[src/rtl/eth_reg_pkg.sv]
// Shared types and constants for the Ethernet Lite register arbiter.
// Holds the FSM state encoding, the AXI response codes and the requester count.
package eth_reg_pkg;

   localparam int NUM_REQ = 2;

   localparam logic [1:0] RESP_OKAY   = 2'd0;
   localparam logic [1:0] RESP_SLVERR = 2'd2;
   localparam logic [1:0] RESP_DECERR = 2'd3;

   typedef enum logic [1:0] {
      ST_IDLE = 2'd0,
      ST_ADDR = 2'd1,
      ST_RESP = 2'd2,
      ST_DONE = 2'd3
   } state_t;

endpackage

[src/rtl/eth_reg_arbiter_if.sv]
// Bundles for the arbiter: the two-requester command/response bus and the
// AXI-Lite master bus toward the Ethernet Lite register block.
interface eth_req_if #(
   parameter int P_AXI_ADDR_WIDTH = 13,
   parameter int P_AXI_DATA_WIDTH = 32
);
   logic [eth_reg_pkg::NUM_REQ-1:0]                      req_valid;
   logic [eth_reg_pkg::NUM_REQ-1:0]                      req_ready;
   logic [eth_reg_pkg::NUM_REQ-1:0]                      req_write;
   logic [eth_reg_pkg::NUM_REQ*P_AXI_ADDR_WIDTH-1:0]     req_addr;
   logic [eth_reg_pkg::NUM_REQ*P_AXI_DATA_WIDTH-1:0]     req_wdata;
   logic [eth_reg_pkg::NUM_REQ*(P_AXI_DATA_WIDTH/8)-1:0] req_wstrb;
   logic [eth_reg_pkg::NUM_REQ-1:0]                      rsp_valid;
   logic [P_AXI_DATA_WIDTH-1:0]                          rsp_rdata;
   logic [1:0]                                           rsp_resp;
   logic                                                 busy;

   modport master (
      output req_valid, req_write, req_addr, req_wdata, req_wstrb,
      input  req_ready, rsp_valid, rsp_rdata, rsp_resp, busy
   );

   modport slave (
      input  req_valid, req_write, req_addr, req_wdata, req_wstrb,
      output req_ready, rsp_valid, rsp_rdata, rsp_resp, busy
   );
endinterface

interface eth_axil_if #(
   parameter int P_AXI_ADDR_WIDTH = 13,
   parameter int P_AXI_DATA_WIDTH = 32
);
   logic [P_AXI_ADDR_WIDTH-1:0]   awaddr;
   logic [2:0]                    awprot;
   logic                          awvalid;
   logic                          awready;
   logic [P_AXI_DATA_WIDTH-1:0]   wdata;
   logic [P_AXI_DATA_WIDTH/8-1:0] wstrb;
   logic                          wvalid;
   logic                          wready;
   logic [1:0]                    bresp;
   logic                          bvalid;
   logic                          bready;
   logic [P_AXI_ADDR_WIDTH-1:0]   araddr;
   logic [2:0]                    arprot;
   logic                          arvalid;
   logic                          arready;
   logic [P_AXI_DATA_WIDTH-1:0]   rdata;
   logic [1:0]                    rresp;
   logic                          rvalid;
   logic                          rready;

   modport master (
      output awaddr, awprot, awvalid, wdata, wstrb, wvalid, bready,
             araddr, arprot, arvalid, rready,
      input  awready, wready, bresp, bvalid, arready, rdata, rresp, rvalid
   );

   modport slave (
      input  awaddr, awprot, awvalid, wdata, wstrb, wvalid, bready,
             araddr, arprot, arvalid, rready,
      output awready, wready, bresp, bvalid, arready, rdata, rresp, rvalid
   );
endinterface

[src/rtl/rr_arbiter.sv]
// Two-way round-robin arbiter: one-hot grant from the request vector, with the
// priority pointer moving away from the winner whenever a grant is accepted.
module rr_arbiter
   import eth_reg_pkg::*;
(
   input  logic               clk,
   input  logic               rst,
   input  logic [NUM_REQ-1:0] i_req,
   input  logic               i_accept,
   output logic [NUM_REQ-1:0] o_grant
);

   logic r_prio;

   // r_prio set means requester 1 wins a tie
   always_comb begin
      o_grant = '0;
      case (i_req)
         2'b01:   o_grant = 2'b01;
         2'b10:   o_grant = 2'b10;
         2'b11:   o_grant = r_prio ? 2'b10 : 2'b01;
         default: o_grant = '0;
      endcase
   end

   always_ff @(posedge clk) begin
      if (rst) begin
         r_prio <= 1'b0;
      end else if (i_accept) begin
         r_prio <= o_grant[0];
      end
   end

endmodule

[src/rtl/eth_reg_arbiter.sv]
// Serialises register accesses from two requesters onto one AXI-Lite master,
// one transaction at a time through IDLE -> ADDR -> RESP -> DONE.
module eth_reg_arbiter
   import eth_reg_pkg::*;
#(
   parameter int P_AXI_ADDR_WIDTH = 13,
   parameter int P_AXI_DATA_WIDTH = 32
) (
   input  logic       clk,
   input  logic       rst,
   eth_req_if.slave   req,
   eth_axil_if.master m_axi
);

   localparam int LP_AW = P_AXI_ADDR_WIDTH;
   localparam int LP_DW = P_AXI_DATA_WIDTH;
   localparam int LP_SW = P_AXI_DATA_WIDTH/8;

   state_t             r_state;
   logic               r_sel;
   logic               r_write;
   logic [LP_AW-1:0]   r_addr;
   logic [LP_DW-1:0]   r_wdata;
   logic [LP_SW-1:0]   r_wstrb;
   logic               r_awvalid;
   logic               r_wvalid;
   logic               r_bready;
   logic               r_arvalid;
   logic               r_rready;
   logic [NUM_REQ-1:0] r_rsp_valid;
   logic [LP_DW-1:0]   r_rsp_rdata;
   logic [1:0]         r_rsp_resp;

   logic [NUM_REQ-1:0] w_grant;
   logic               w_accept;
   logic               w_idx;
   logic               w_write;
   logic [LP_AW-1:0]   w_addr;
   logic [LP_DW-1:0]   w_wdata;
   logic [LP_SW-1:0]   w_wstrb;
   logic               w_addr_done;

   assign w_accept = !rst && (r_state == ST_IDLE) && (|req.req_valid);
   assign w_idx    = w_grant[1];
   assign w_write  = w_idx ? req.req_write[1] : req.req_write[0];
   assign w_addr   = w_idx ? req.req_addr[2*LP_AW-1:LP_AW]   : req.req_addr[LP_AW-1:0];
   assign w_wdata  = w_idx ? req.req_wdata[2*LP_DW-1:LP_DW]  : req.req_wdata[LP_DW-1:0];
   assign w_wstrb  = w_idx ? req.req_wstrb[2*LP_SW-1:LP_SW]  : req.req_wstrb[LP_SW-1:0];

   // AW and W complete independently; a channel is done once its valid has dropped
   assign w_addr_done = (!r_awvalid || m_axi.awready) && (!r_wvalid || m_axi.wready);

   rr_arbiter u_rr_arbiter (
      .clk      (clk),
      .rst      (rst),
      .i_req    (req.req_valid),
      .i_accept (w_accept),
      .o_grant  (w_grant)
   );

   assign req.req_ready = w_accept ? w_grant : '0;
   assign req.rsp_valid = r_rsp_valid;
   assign req.rsp_rdata = r_rsp_rdata;
   assign req.rsp_resp  = r_rsp_resp;
   assign req.busy      = (r_state != ST_IDLE);

   assign m_axi.awaddr  = r_addr;
   assign m_axi.awprot  = 3'b000;
   assign m_axi.awvalid = r_awvalid;
   assign m_axi.wdata   = r_wdata;
   assign m_axi.wstrb   = r_wstrb;
   assign m_axi.wvalid  = r_wvalid;
   assign m_axi.bready  = r_bready;
   assign m_axi.araddr  = r_addr;
   assign m_axi.arprot  = 3'b000;
   assign m_axi.arvalid = r_arvalid;
   assign m_axi.rready  = r_rready;

   // Command fields are latched only at grant, so they carry no reset value
   always_ff @(posedge clk) begin
      if (rst) begin
         r_state     <= ST_IDLE;
         r_awvalid   <= 1'b0;
         r_wvalid    <= 1'b0;
         r_bready    <= 1'b0;
         r_arvalid   <= 1'b0;
         r_rready    <= 1'b0;
         r_rsp_valid <= '0;
         r_rsp_rdata <= '0;
         r_rsp_resp  <= '0;
      end else begin
         case (r_state)
            ST_IDLE: begin
               if (w_accept) begin
                  r_sel     <= w_idx;
                  r_write   <= w_write;
                  r_addr    <= w_addr;
                  r_wdata   <= w_wdata;
                  r_wstrb   <= w_wstrb;
                  r_awvalid <= w_write;
                  r_wvalid  <= w_write;
                  r_arvalid <= !w_write;
                  r_state   <= ST_ADDR;
               end
            end
            ST_ADDR: begin
               if (r_write) begin
                  if (m_axi.awready) r_awvalid <= 1'b0;
                  if (m_axi.wready)  r_wvalid  <= 1'b0;
                  if (w_addr_done) begin
                     r_bready <= 1'b1;
                     r_state  <= ST_RESP;
                  end
               end else if (m_axi.arready) begin
                  r_arvalid <= 1'b0;
                  r_rready  <= 1'b1;
                  r_state   <= ST_RESP;
               end
            end
            ST_RESP: begin
               if (r_write && m_axi.bvalid) begin
                  r_bready    <= 1'b0;
                  r_rsp_resp  <= m_axi.bresp;
                  r_rsp_rdata <= '0;
                  r_rsp_valid <= r_sel ? 2'b10 : 2'b01;
                  r_state     <= ST_DONE;
               end else if (!r_write && m_axi.rvalid) begin
                  r_rready    <= 1'b0;
                  r_rsp_resp  <= m_axi.rresp;
                  r_rsp_rdata <= m_axi.rdata;
                  r_rsp_valid <= r_sel ? 2'b10 : 2'b01;
                  r_state     <= ST_DONE;
               end
            end
            ST_DONE: begin
               r_rsp_valid <= '0;
               r_state     <= ST_IDLE;
            end
            default: r_state <= ST_IDLE;
         endcase
      end
   end

endmodule

[src/flat_wrapper.sv]
// flat-port wrapper written by rule: the top's interface ports become plain ports
module eth_reg_arbiter_flat import eth_reg_pkg::*;
#(
   parameter int P_AXI_ADDR_WIDTH = 13,
   parameter int P_AXI_DATA_WIDTH = 32
)
  (clk, rst, req_req_valid, req_req_write, req_req_addr, req_req_wdata, req_req_wstrb, req_req_ready, req_rsp_valid, req_rsp_rdata, req_rsp_resp, req_busy, m_axi_awaddr, m_axi_awprot, m_axi_awvalid, m_axi_wdata, m_axi_wstrb, m_axi_wvalid, m_axi_bready, m_axi_araddr, m_axi_arprot, m_axi_arvalid, m_axi_rready, m_axi_awready, m_axi_wready, m_axi_bresp, m_axi_bvalid, m_axi_arready, m_axi_rdata, m_axi_rresp, m_axi_rvalid);
  eth_req_if #(.P_AXI_ADDR_WIDTH(P_AXI_ADDR_WIDTH), .P_AXI_DATA_WIDTH(P_AXI_DATA_WIDTH)) req_i ();
  eth_axil_if #(.P_AXI_ADDR_WIDTH(P_AXI_ADDR_WIDTH), .P_AXI_DATA_WIDTH(P_AXI_DATA_WIDTH)) m_axi_i ();
  input  logic clk;
  input  logic rst;
  input wire logic [$bits(req_i.req_valid)-1:0] req_req_valid;
  input wire logic [$bits(req_i.req_write)-1:0] req_req_write;
  input wire logic [$bits(req_i.req_addr)-1:0] req_req_addr;
  input wire logic [$bits(req_i.req_wdata)-1:0] req_req_wdata;
  input wire logic [$bits(req_i.req_wstrb)-1:0] req_req_wstrb;
  output wire logic [$bits(req_i.req_ready)-1:0] req_req_ready;
  output wire logic [$bits(req_i.rsp_valid)-1:0] req_rsp_valid;
  output wire logic [$bits(req_i.rsp_rdata)-1:0] req_rsp_rdata;
  output wire logic [$bits(req_i.rsp_resp)-1:0] req_rsp_resp;
  output wire logic [$bits(req_i.busy)-1:0] req_busy;
  output wire logic [$bits(m_axi_i.awaddr)-1:0] m_axi_awaddr;
  output wire logic [$bits(m_axi_i.awprot)-1:0] m_axi_awprot;
  output wire logic [$bits(m_axi_i.awvalid)-1:0] m_axi_awvalid;
  output wire logic [$bits(m_axi_i.wdata)-1:0] m_axi_wdata;
  output wire logic [$bits(m_axi_i.wstrb)-1:0] m_axi_wstrb;
  output wire logic [$bits(m_axi_i.wvalid)-1:0] m_axi_wvalid;
  output wire logic [$bits(m_axi_i.bready)-1:0] m_axi_bready;
  output wire logic [$bits(m_axi_i.araddr)-1:0] m_axi_araddr;
  output wire logic [$bits(m_axi_i.arprot)-1:0] m_axi_arprot;
  output wire logic [$bits(m_axi_i.arvalid)-1:0] m_axi_arvalid;
  output wire logic [$bits(m_axi_i.rready)-1:0] m_axi_rready;
  input wire logic [$bits(m_axi_i.awready)-1:0] m_axi_awready;
  input wire logic [$bits(m_axi_i.wready)-1:0] m_axi_wready;
  input wire logic [$bits(m_axi_i.bresp)-1:0] m_axi_bresp;
  input wire logic [$bits(m_axi_i.bvalid)-1:0] m_axi_bvalid;
  input wire logic [$bits(m_axi_i.arready)-1:0] m_axi_arready;
  input wire logic [$bits(m_axi_i.rdata)-1:0] m_axi_rdata;
  input wire logic [$bits(m_axi_i.rresp)-1:0] m_axi_rresp;
  input wire logic [$bits(m_axi_i.rvalid)-1:0] m_axi_rvalid;
  assign req_i.req_valid = req_req_valid;
  assign req_i.req_write = req_req_write;
  assign req_i.req_addr = req_req_addr;
  assign req_i.req_wdata = req_req_wdata;
  assign req_i.req_wstrb = req_req_wstrb;
  assign req_req_ready = req_i.req_ready;
  assign req_rsp_valid = req_i.rsp_valid;
  assign req_rsp_rdata = req_i.rsp_rdata;
  assign req_rsp_resp = req_i.rsp_resp;
  assign req_busy = req_i.busy;
  assign m_axi_awaddr = m_axi_i.awaddr;
  assign m_axi_awprot = m_axi_i.awprot;
  assign m_axi_awvalid = m_axi_i.awvalid;
  assign m_axi_wdata = m_axi_i.wdata;
  assign m_axi_wstrb = m_axi_i.wstrb;
  assign m_axi_wvalid = m_axi_i.wvalid;
  assign m_axi_bready = m_axi_i.bready;
  assign m_axi_araddr = m_axi_i.araddr;
  assign m_axi_arprot = m_axi_i.arprot;
  assign m_axi_arvalid = m_axi_i.arvalid;
  assign m_axi_rready = m_axi_i.rready;
  assign m_axi_i.awready = m_axi_awready;
  assign m_axi_i.wready = m_axi_wready;
  assign m_axi_i.bresp = m_axi_bresp;
  assign m_axi_i.bvalid = m_axi_bvalid;
  assign m_axi_i.arready = m_axi_arready;
  assign m_axi_i.rdata = m_axi_rdata;
  assign m_axi_i.rresp = m_axi_rresp;
  assign m_axi_i.rvalid = m_axi_rvalid;
  eth_reg_arbiter #(.P_AXI_ADDR_WIDTH(P_AXI_ADDR_WIDTH), .P_AXI_DATA_WIDTH(P_AXI_DATA_WIDTH)) u_core (.clk(clk), .rst(rst), .req(req_i), .m_axi(m_axi_i));
endmodule
[config.mk]
export PLATFORM = sky130hd
export DESIGN_NAME = eth_reg_arbiter_flat
export DESIGN_NICKNAME = d
export VERILOG_FILES = /design/src/rtl/eth_reg_pkg.sv /design/src/rtl/eth_reg_arbiter_if.sv /design/src/rtl/rr_arbiter.sv /design/src/rtl/eth_reg_arbiter.sv /design/src/flat_wrapper.sv
export SDC_FILE = /design/constraint.sdc
export NUM_CORES = 1
export LEC_CHECK = 0
export CORE_AREA = 2 2 100 102
export DETAILED_ROUTE_END_ITERATION = 6
export DIE_AREA = 0 0 102 104
export DONT_BUFFER_PORTS = 1
export GPL_TIMING_DRIVEN = 1
export PLACE_DENSITY = 0.67
export SLEW_MARGIN = 20
export SYNTH_ARGS = -nofsm -noshare
export SYNTH_HDL_FRONTEND = slang
export SYNTH_SLANG_ARGS = --single-unit
[constraint.sdc]
create_clock -name clk -period 2 [get_ports clk]
set_clock_uncertainty 0.1 [all_clocks]
set_input_delay 0.4 -clock clk [delete_from_list [all_inputs] [get_ports clk]]
set_output_delay 0.4 -clock clk [all_outputs]
set_load 0.01 [all_outputs]
## Word level (Yosys, flattened, before mapping)

Index checks and enable logic that the tools add are counted.

| storage, ports and cells | value |
|---|---|
| input port bits | 145 |
| register bits | 95 |
| logic and storage cells | 105 |
| output and inout port bits | 112 |

| cells by class | value |
|---|---|
| equality and inequality tests | 19 |
| reduce and logical (&&, ||, !) cells | 28 |
| bitwise gates (word level) | 1 |
| mux-type cells | 42 |

Operator list:

| kind | count |
|---|---|
| two-way mux 32 bit | 3 |
| two-way mux 2 bit | 13 |
| AND reduction 4 bit | 5 |
| two-way mux 1 bit | 16 |
| two-way mux 13 bit | 1 |
| != test 2 x 1 -> 1 bit (second input constant) | 5 |
| != test 2 bit (second input constant) | 5 |
| one-hot mux 1 bit (2 select lines) | 5 |
| nonzero test 2 bit | 5 |
| == test 2 bit (second input constant) | 4 |
| one-hot mux 2 bit (4 select lines) | 1 |
| one-hot mux 2 bit (3 select lines) | 1 |
| logical AND 1 bit | 5 |
| zero test 1 bit | 5 |
| AND reduction 5 bit | 1 |
| == test 2 x 1 -> 1 bit (second input constant) | 2 |
| two-way mux 4 bit | 1 |
| one-hot mux 2 bit (2 select lines) | 1 |
| AND reduction 2 bit | 2 |
| != test 3 x 1 -> 1 bit (second input constant) | 1 |
| != test 3 x 2 -> 1 bit (second input constant) | 1 |
| != test 3 bit (second input constant) | 1 |
| AND reduction 3 bit | 1 |
| zero test 2 bit | 1 |
| 3 further kinds | 4 |

## Logic depth before layout (Yosys ltp)

Gate-level depths: netlist of run 1.

| logic depth | value |
|---|---|
| depth in word-level cells | 6 |
| mapped depth | 7 |
| depth with buffers taken out | 6 |

## Cells and area by module

From an unflattened synthesis of run 1, not the netlist that was laid out.

| unflattened totals | value |
|---|---|
| cells, all modules | 370 |
| area, all modules | 4292.9 µm² |

By module, submodules not included:

| module | cells each | sequential area each (µm²) | instances | area each (µm²) |
|---|---|---|---|---|
| eth_reg_arbiter | 363 | 2392.3 | 1 | 4225.3 |
| rr_arbiter | 7 | 20.0 | 1 | 67.6 |

## Least setup slack after synthesis of run 1

No wires, ideal clock.

| timing path | value |
|---|---|
| path type | register to register |
| from | register u_core.r_state[0] |
| to | register u_core.r_addr[0] (netlist: u_core.m_axi.araddr[0]) (enable) |
| data arrival time | 1.384 ns |
| setup time | 0.383 ns |
| path slack | 0.133 ns |
| path buffers | 0 |
| required time | 1.517 ns |
| stages on the path, launching flop included | 5 |
| clock period less this slack | 1.867 ns |
| cell sequence | dfxtp_1 -> inv_1 -> ha_1 -> nand2_1 -> inv_2 |

| on the way | value |
|---|---|
| word-level cells in the longest chain between the ends | 4 |

Ends and longest elaborated chain:

| what | RTL line | RTL |
|---|---|---|
| from (decl) | eth_reg_arbiter.sv:19 | `state_t r_state;` |
| from (signal assigned) | eth_reg_arbiter.sv:82 | `r_state <= ST_IDLE;` |
| from (signal assigned) | eth_reg_arbiter.sv:103 | `r_state <= ST_ADDR;` |
| from (signal assigned) | eth_reg_arbiter.sv:112 | `r_state <= ST_RESP;` |
| zero test 2 bit (*) | eth_reg_arbiter.sv:43, eth_reg_arbiter.sv:92 |  |
| logical AND 1 bit (2 in a row) | eth_reg_arbiter.sv:43 | `assign w_accept = !rst && (r_state == ST_IDLE) && (\|req.req_valid);` |
| AND reduction 3 bit (no line) (*) | - |  |
| to (signal assigned) | eth_reg_arbiter.sv:97 | `r_addr <= w_addr;` |
| to (decl) | eth_reg_arbiter.sv:22 | `logic [LP_AW-1:0] r_addr;` |

Every way passes the cells marked *; elsewhere a longest branch is shown, timed or not.
A chain may end at the register's enable or synchronous reset.

## Final worst setup path of run 1

| timing path | value |
|---|---|
| from | register u_core.r_state[1] |
| to | output req_req_ready[0] |

| on the way | value |
|---|---|
| word-level cells in the longest chain between the ends | 4 |

Ends and longest elaborated chain:

| what | RTL line | RTL |
|---|---|---|
| zero test 2 bit | eth_reg_arbiter.sv:43 |  |
| logical AND 1 bit (2 in a row) | eth_reg_arbiter.sv:43 |  |
| two-way mux 2 bit | eth_reg_arbiter.sv:61 | `assign req.req_ready = w_accept ? w_grant : '0;` |
| to (decl) | flat_wrapper.sv:17 | `output wire logic [$bits(req_i.req_ready)-1:0] req_req_ready;` |

Every way passes these cells.

==> metrics.md, run 1 <==
| Metric | Value |
|---|---|
| Reg area | `2410 um2` |
| Routed Antenna Nets | `0` |
| Pre-Repair DR Iteration Count | `4` |
| Die ar. | `10600 um2` |
| Post-synth EDFFs | `51` |
| Final WL | `9.90 mm` |
| Req. time, crit path | `1500 ps` |
| CP Data Arrival Time | `1350 ps` |
| Netlist cell types | `41` |
| Initial Utilization | `0.455` |
| Area growth, synth to finish | `4.81%` |
| N_diodes | `0` |
| Portion of total power attributed to the clock network | `0.256` |
| Post-DP HPWL | `7.25 mm` |
| Pin count of the biggest net entering global routing | `53` |
| CP max FO | `6` |
| Area contributors post-synth | `edfxtp_1, dfxtp_1, nand2_1` |
| Synth Cell Area | `4350 um2` |
| Chip width | `102 um` |
| First-pass GRT wire length | `15.4 mm` |
| Layout cells sized above 1 | `0.0927` |
| Clock sinks | `95` |
| Via count | `3103` |
| Power Dens Cells | `1170 nW/um2` |
| IO Port Bufs | `0` |
| Maxcap violations | `0` |
| Core area | `9550 um2` |
| Global route overflow | `0` |
| Fmax | `540 MHz` |
| Total power | `5.33 mW` |
| Area occupied by multi-input gates | `1620 um2` |
| Crit path largest cell delay | `350 ps` |
| WL met1 | `3.63 mm` |
| Fin. max-slew vios | `0` |
| Synth area leader | `edfxtp_1` |
| FILL cells | `921` |
| CTS tree | `built` |
| Leak | `1.76 nW` |
| Status | `complete, no violations` |
| Clock insertion delay at the later pin of the skew report | `370 ps` |
| Drt initial violations | `115` |
| Combinational Power Share | `0.207` |
| Sequential power share | `0.537` |
| Num rows | `36` |
| Multiplexer share of the synthesized area | `0.0138` |
| Net Sw Power | `1.72 mW` |
| Internal Pwr Total | `3.61 mW` |
| Met3 wire length | `871 um` |
| Dpl cell area | `4290 um2` |
| Post-synthesis compound-gate area fraction | `0.0861` |
| Post-synth top cells | `nand2_1, edfxtp_1, dfxtp_1` |
| Clock slew at reported path FFs | `90 ps` |
| Metal2 WL | `5.06 mm` |
| Final worst setup slack | `149 ps` |
| #FFs+latches synth | `95` |
| YS warnings | `0` |
| Share of the synthesized area in the top cell type | `0.352` |
| Clock root buffer | `clkbuf_8` |
| DR WL/cell | `16.9 um` |
| Max clock buf depth | `2` |
| Sequential-to-total area share from yosys stat | `0.555` |
| Final Cell Area | `4550 um2` |
| Post-synthesis adder-cell area fraction | `0.0144` |
| Post-Place Setup Slack | `267 ps` |
| Ys async rst share | `0` |
| Main combinational cell family by area after synthesis | `simple AND/OR/NAND/NOR gates` |
| Unrepaired setup endpoints after global routing | `false` |
| Via/cell ratio | `5.30` |
| Final nets | `598` |
| Die Y | `104 um` |
| Final setup violation count | `0` |
| Initial antenna violation count | `0` |
| Sw Share | `0.323` |
| Post-synthesis simple-gate area fraction | `0.248` |
| Min-delay worst type | `primary input to flop` |
| DR DRC count | `0` |
| Type of destination of the critical path | `primary output` |
| Top-count cell post-synth | `nand2_1` |
| Sequence of cells on the critical path | `inv_1, ha_4, nand2_2, nor2_1, buf_4` |
| Mapped Cells | `471` |
| Crit share post-route | `0.925` |
| Slowest CP cell | `dfxtp_2` |
| Cts bufs inserted | `9` |
| Top sig layer | `met4` |
| Peak VDD IR | `0.564 mV` |
| Top delay family on crit path | `flip-flops` |
| GRT Util Overall | `0.188` |
| Post-layout min period | `1850 ps` |
| Placer Congestion | `0.854` |
| Ports | `257` |
| Vias in the first global route | `3101` |
| Syn Area/Cell | `9.23 um2` |
| Main synth FF type | `edfxtp_1` |
| H-tree depth | `3` |
| CP Class | `flop to primary output` |
| Total negative setup slack | `0 ps` |
| Buf/Inv on CP | `2` |
| Nature of the critical path startpoint | `flop` |
| Final Hold Viols | `0` |
| Xor and xnor area share after synthesis | `0` |
## routing by layer
layer,vias to the layer above,track usage
met5,-,0
met4,0,0.0943
met3,26,0.0706
met2,160,0.320
met1,1428,0.199
li1,1489,-
## through the flow
| stage | hold WS [ps] | instances | util |
|---|---|---|---|
| after global placement | 374 | 569 | 0.449 |
| after detailed placement | 378 | 569 | 0.449 |
| after floorplan | 376 | 476 | - |
| final | 39.4 | 586 | 0.477 |
| after global routing | 15.1 | 586 | 0.477 |
| after CTS | 24.2 | 586 | 0.476 |
## worst paths after layout
check / start / to / slack (ps) / cells past startpoint
worst max-delay path: u_core.r_state[1]$_SDFFE_PP0P_ / req_req_ready[0] / 150 / 5
worst min-delay path: rst / u_core.m_axi.bready$_SDFFE_PP0P_ / 40 / 1
worst max register to register: u_core.r_state[1]$_SDFFE_PP0P_ / u_core.r_state[0]$_SDFFE_PP0P_ / 250 / 6
worst min register to register: u_core.req.rsp_rdata[11]$_SDFFE_PP0P_ / u_core.req.rsp_rdata[11]$_SDFFE_PP0P_ / 400 / 2
## worst register-to-register path, cell delays in order, from the launching register on
cell and delay, ps:
dfxtp_2 350, inv_1 110, ha_1 380, nor2b_1 260
o21bai_1 120, nand4_1 160, mux2i_1 200
## final cells by class
cell class                      instances  area share
Clock buffer                           14      0.0407
Clock inverter                          2     0.00769
Inverter                               10     0.00879
Multi-Input combinational cell        325       0.356
Sequential cell                        95       0.530
Tap cell                              133      0.0365
Timing Repair Buffer                    7      0.0198
## power groups by stage
stage                     combinational [mW]  clock [mW]  sequential, mW
after floorplan                        0.993           0            2.78
after global placement                  1.01           0            2.89
after detailed placement                1.05           0            2.91
after CTS                               1.09        1.41            2.87
after global routing                    1.25        1.48            2.91
final                                   1.10        1.37            2.86
## cell families (layout without fill, tap and decap cells)
group | count (synthesis) | after routing
AOI/OAI and AO/OA | 56 | 56
DFF | 95 | 95
adders and majority gates | 5 | 5
and+or+nand+nor | 252 | 252
buffers and inverters | 56 | 33
muxes | 6 | 6
other | 1 | 6
## flip-flops by register name (all words and copies together), names as in the netlist
signal                      count
u_core.m_axi.wdata             32
u_core.req.rsp_rdata           32
u_core.m_axi.araddr            13
u_core.m_axi.wstrb              4
u_core.r_state                  2
u_core.req.rsp_resp             2
u_core.req.rsp_valid            2
u_core.m_axi.arvalid            1
u_core.m_axi.awvalid            1
u_core.m_axi.bready             1
u_core.m_axi.rready             1
u_core.m_axi.wvalid             1
u_core.r_sel                    1
u_core.r_write                  1
u_core.u_rr_arbiter.r_prio      1
## repair_timing
action / in CTS / in global routing
cloned: 0 / 0
hold buffers: 1 / 0
endpoints found under the hold margin: 39 / 0
gates resized for setup: 5 / 4
setup buffers: 0 / 0
endpoints found under the setup margin: 2 / 2
## cell usage in the layout (no fill, tap or decap), types with 2 or more instances in the layout
cell type  count
o21ai_1        2
o211ai_1       2
nor3_1         2
nor2_1         9
nand2_1      184
o21bai_1       3
inv_1          5
clkbuf_8       9
dfxtp_1       42
nand3_2        2
nor2b_1        8
conb_1         6
buf_4          4
nand3_1       32
clkbuf_1       3
edfxtp_1      51
a311oi_1       2
nand2b_1       6
o32ai_1        2
mux2i_1        6
buf_12         3
a21oi_1       35
inv_2          4
clkbuf_16      2
dfxtp_2        2
ha_1           4
No activity file was read; power rests on OpenSTA's default activity.
==> inputs of run 2 (changes only) <==
--- a/config.mk
+++ b/config.mk
@@ -5,6 +5,7 @@
 export SDC_FILE = /design/constraint.sdc
 export NUM_CORES = 1
 export LEC_CHECK = 0
+export CAP_MARGIN = 20
 export CORE_AREA = 2 2 100 102
 export DETAILED_ROUTE_END_ITERATION = 6
 export DIE_AREA = 0 0 102 104
==> results of run 2 <==
The final DEF is identical to that of run 1; final timing and power are the same.
==> inputs of run 3 (changes only) <==
==> constraint.sdc (replaced) <==
create_clock -name clk -period 2 [get_ports clk]
set_clock_uncertainty 0.1 [all_clocks]
set_input_delay 0.4 -clock clk [delete_from_list [all_inputs] [get_ports clk]]
set_output_delay 0.4 -clock clk [all_outputs]
set_load 0.05 [all_outputs]
==> metrics.md, run 3 (synthesis gave the netlist of run 1 again) <==
| Metric | Value |
|---|---|
| Total power | `6.43 mW (+21%)` |
| Met1 usage | `0.212 (+0.0130)` |
| DR DRC count | `0 (unchanged)` |
| Ports | `257 (unchanged)` |
| Layout cells sized above 1 | `0.135 (+0.0420)` |
| Area growth, synth to finish | `9.27%` |
| Leak | `1.88 nW (+6.6%)` |
| Routed Antenna Nets | `0 (unchanged)` |
| Fin. max-slew vios | `0 (unchanged)` |
| Num rows | `36 (unchanged)` |
| Die ar. | `10600 um2 (unchanged)` |
| CTS tree | `built` |
| Pre-Repair DR Iteration Count | `4 (unchanged)` |
| Maxcap violations | `0 (unchanged)` |
| Initial antenna violation count | `0 (unchanged)` |
| CP Class | `flop to primary output` |
| Status | `complete, no violations` |
| Req. time, crit path | `1500 ps (about the same)` |
| Worst-Margin Slew | `591 ps` |
| First-pass GRT wire length | `15.4 mm (+0.18%)` |
| GRT met3 Usage | `0.0679 (-0.00269)` |
| Global route overflow | `0 (unchanged)` |
| H-tree depth | `3 (unchanged)` |
| Setup slack, reg-to-reg | `260 ps (about the same)` |
| Met2 Use GR | `0.323 (+0.00235)` |
| Post-layout min period | `1900 ps (+44.6 ps)` |
| Slew headroom | `0.605` |
| Post-DP HPWL | `7.22 mm (-0.46%)` |
| Crit share post-route | `0.948 (+0.0223)` |
| Type of destination of the critical path | `primary output` |
| Nature of the critical path startpoint | `flop` |
| Final setup violation count | `0 (unchanged)` |
| Core area | `9550 um2 (unchanged)` |
| CP max FO | `6 (unchanged)` |
| Min-delay worst type | `primary input to flop` |
| Final Hold Viols | `0 (unchanged)` |
| N_diodes | `0 (unchanged)` |
| DR WL/cell | `17.3 um (+2.5%)` |
| IO Port Bufs | `0 (unchanged)` |
| Pin count of the biggest net entering global routing | `51 (-3.8%)` |
| Clock sinks | `95 (unchanged)` |
| Clock slew at reported path FFs | `90 ps (about the same)` |
| Initial Utilization | `0.455 (unchanged)` |
| Busiest grt layer | `met2` |
| Clock root buffer | `clkbuf_8` |
| Via/cell ratio | `5.29 (-0.14%)` |
| Most common cell after layout, fill and taps aside | `nand2_1` |
| Max clock buf depth | `2 (unchanged)` |
| GRT Util Overall | `0.189 (+0.00141)` |
| Peak VDD IR | `0.494 mV (-13%)` |
| Placer Congestion | `0.788 (-7.7%)` |
| CP Data Arrival Time | `1400 ps (+50 ps)` |
| Chip width | `102 um (unchanged)` |
| Most frequent cells in the layout | `nand2_1, edfxtp_1, dfxtp_1` |
| Final WL | `10.5 mm (+6.4%)` |
| Die Y | `104 um (unchanged)` |
| Unrepaired setup endpoints after global routing | `false` |
| Clock insertion delay at the later pin of the skew report | `350 ps (-20 ps)` |
| Vias in the first global route | `3008 (-3.0%)` |
| Via count | `3215 (+3.6%)` |
| Hold Slack | `58.0 ps (+18.6 ps)` |
| Final nets | `620 (+3.7%)` |
| Fmax | `528 MHz (-2.4%)` |
| Drt initial violations | `190 (+65%)` |
| Power Dens Cells | `1350 nW/um2 (+16%)` |
| Total negative setup slack | `0 ps (unchanged)` |
| Cts bufs inserted | `9 (unchanged)` |
## run 3: final cells by class
| type | instances | area [um2] |
|---|---|---|
| clock buffer | 12 | 166 |
| clock inverter | 4 | 26.3 |
| fill | 908 | 4800 |
| inverter | 10 | 40.0 |
| multi-input combinational | 325 | 1630 |
| sequential | 95 | 2410 |
| tap | 133 | 166 |
| timing repair buffer | 29 | 307 |
## run 3: metrics by stage
stage                     instance area (um2)  std cells  setup slack, ps   util
final                                    4750        608              104  0.497
after CTS                                4700        606            -17.7  0.492
after floorplan                          4370        476            -1.89      -
after global placement                   4440        587              213  0.465
after global routing                     4750        608             7.39  0.497
after detailed placement                 4440        587              181  0.465
## run 3: final timing paths
path                                                      from                          endpoint  depth (start not counted)
worst min-delay path                                       rst  u_core.m_axi.bready$_SDFFE_PP0P_                          1
worst max register to register  u_core.r_state[0]$_SDFFE_PP0P_  u_core.m_axi.bready$_SDFFE_PP0P_                          6
worst min register to register  u_core.r_state[0]$_SDFFE_PP0P_    u_core.r_state[0]$_SDFFE_PP0P_                          2
worst max-delay path            u_core.r_state[0]$_SDFFE_PP0P_                  req_req_ready[1]                          5
## run 3: per-layer routing
metal / part of all wire / wire, um
met3: 0.083 / 874
met2: 0.50 / 5300
met5: 0 / 0
met4: 0.021 / 218
met1: 0.39 / 4130
## run 3: worst max-delay path, stage by stage, from the launching register on
cell     delay [ps]
dfxtp_1         360
inv_2           100
ha_4            170
nand2_2         120
nor2_2          110
buf_6           170
## run 3: where the power goes
group,internal [mW],switching [mW],total [mW]
clock,0.565,0.668,1.23
combinational,0.543,1.24,1.79
sequential,2.47,0.940,3.41
## run 3: what timing repair did
item,in CTS,in global routing
resized for setup,6,7
hold buffers,3,0
hold endpoints to repair,32,0
pin swaps,0,1
buffers inserted,0,1
setup endpoints to repair,2,2
gates cloned,0,1
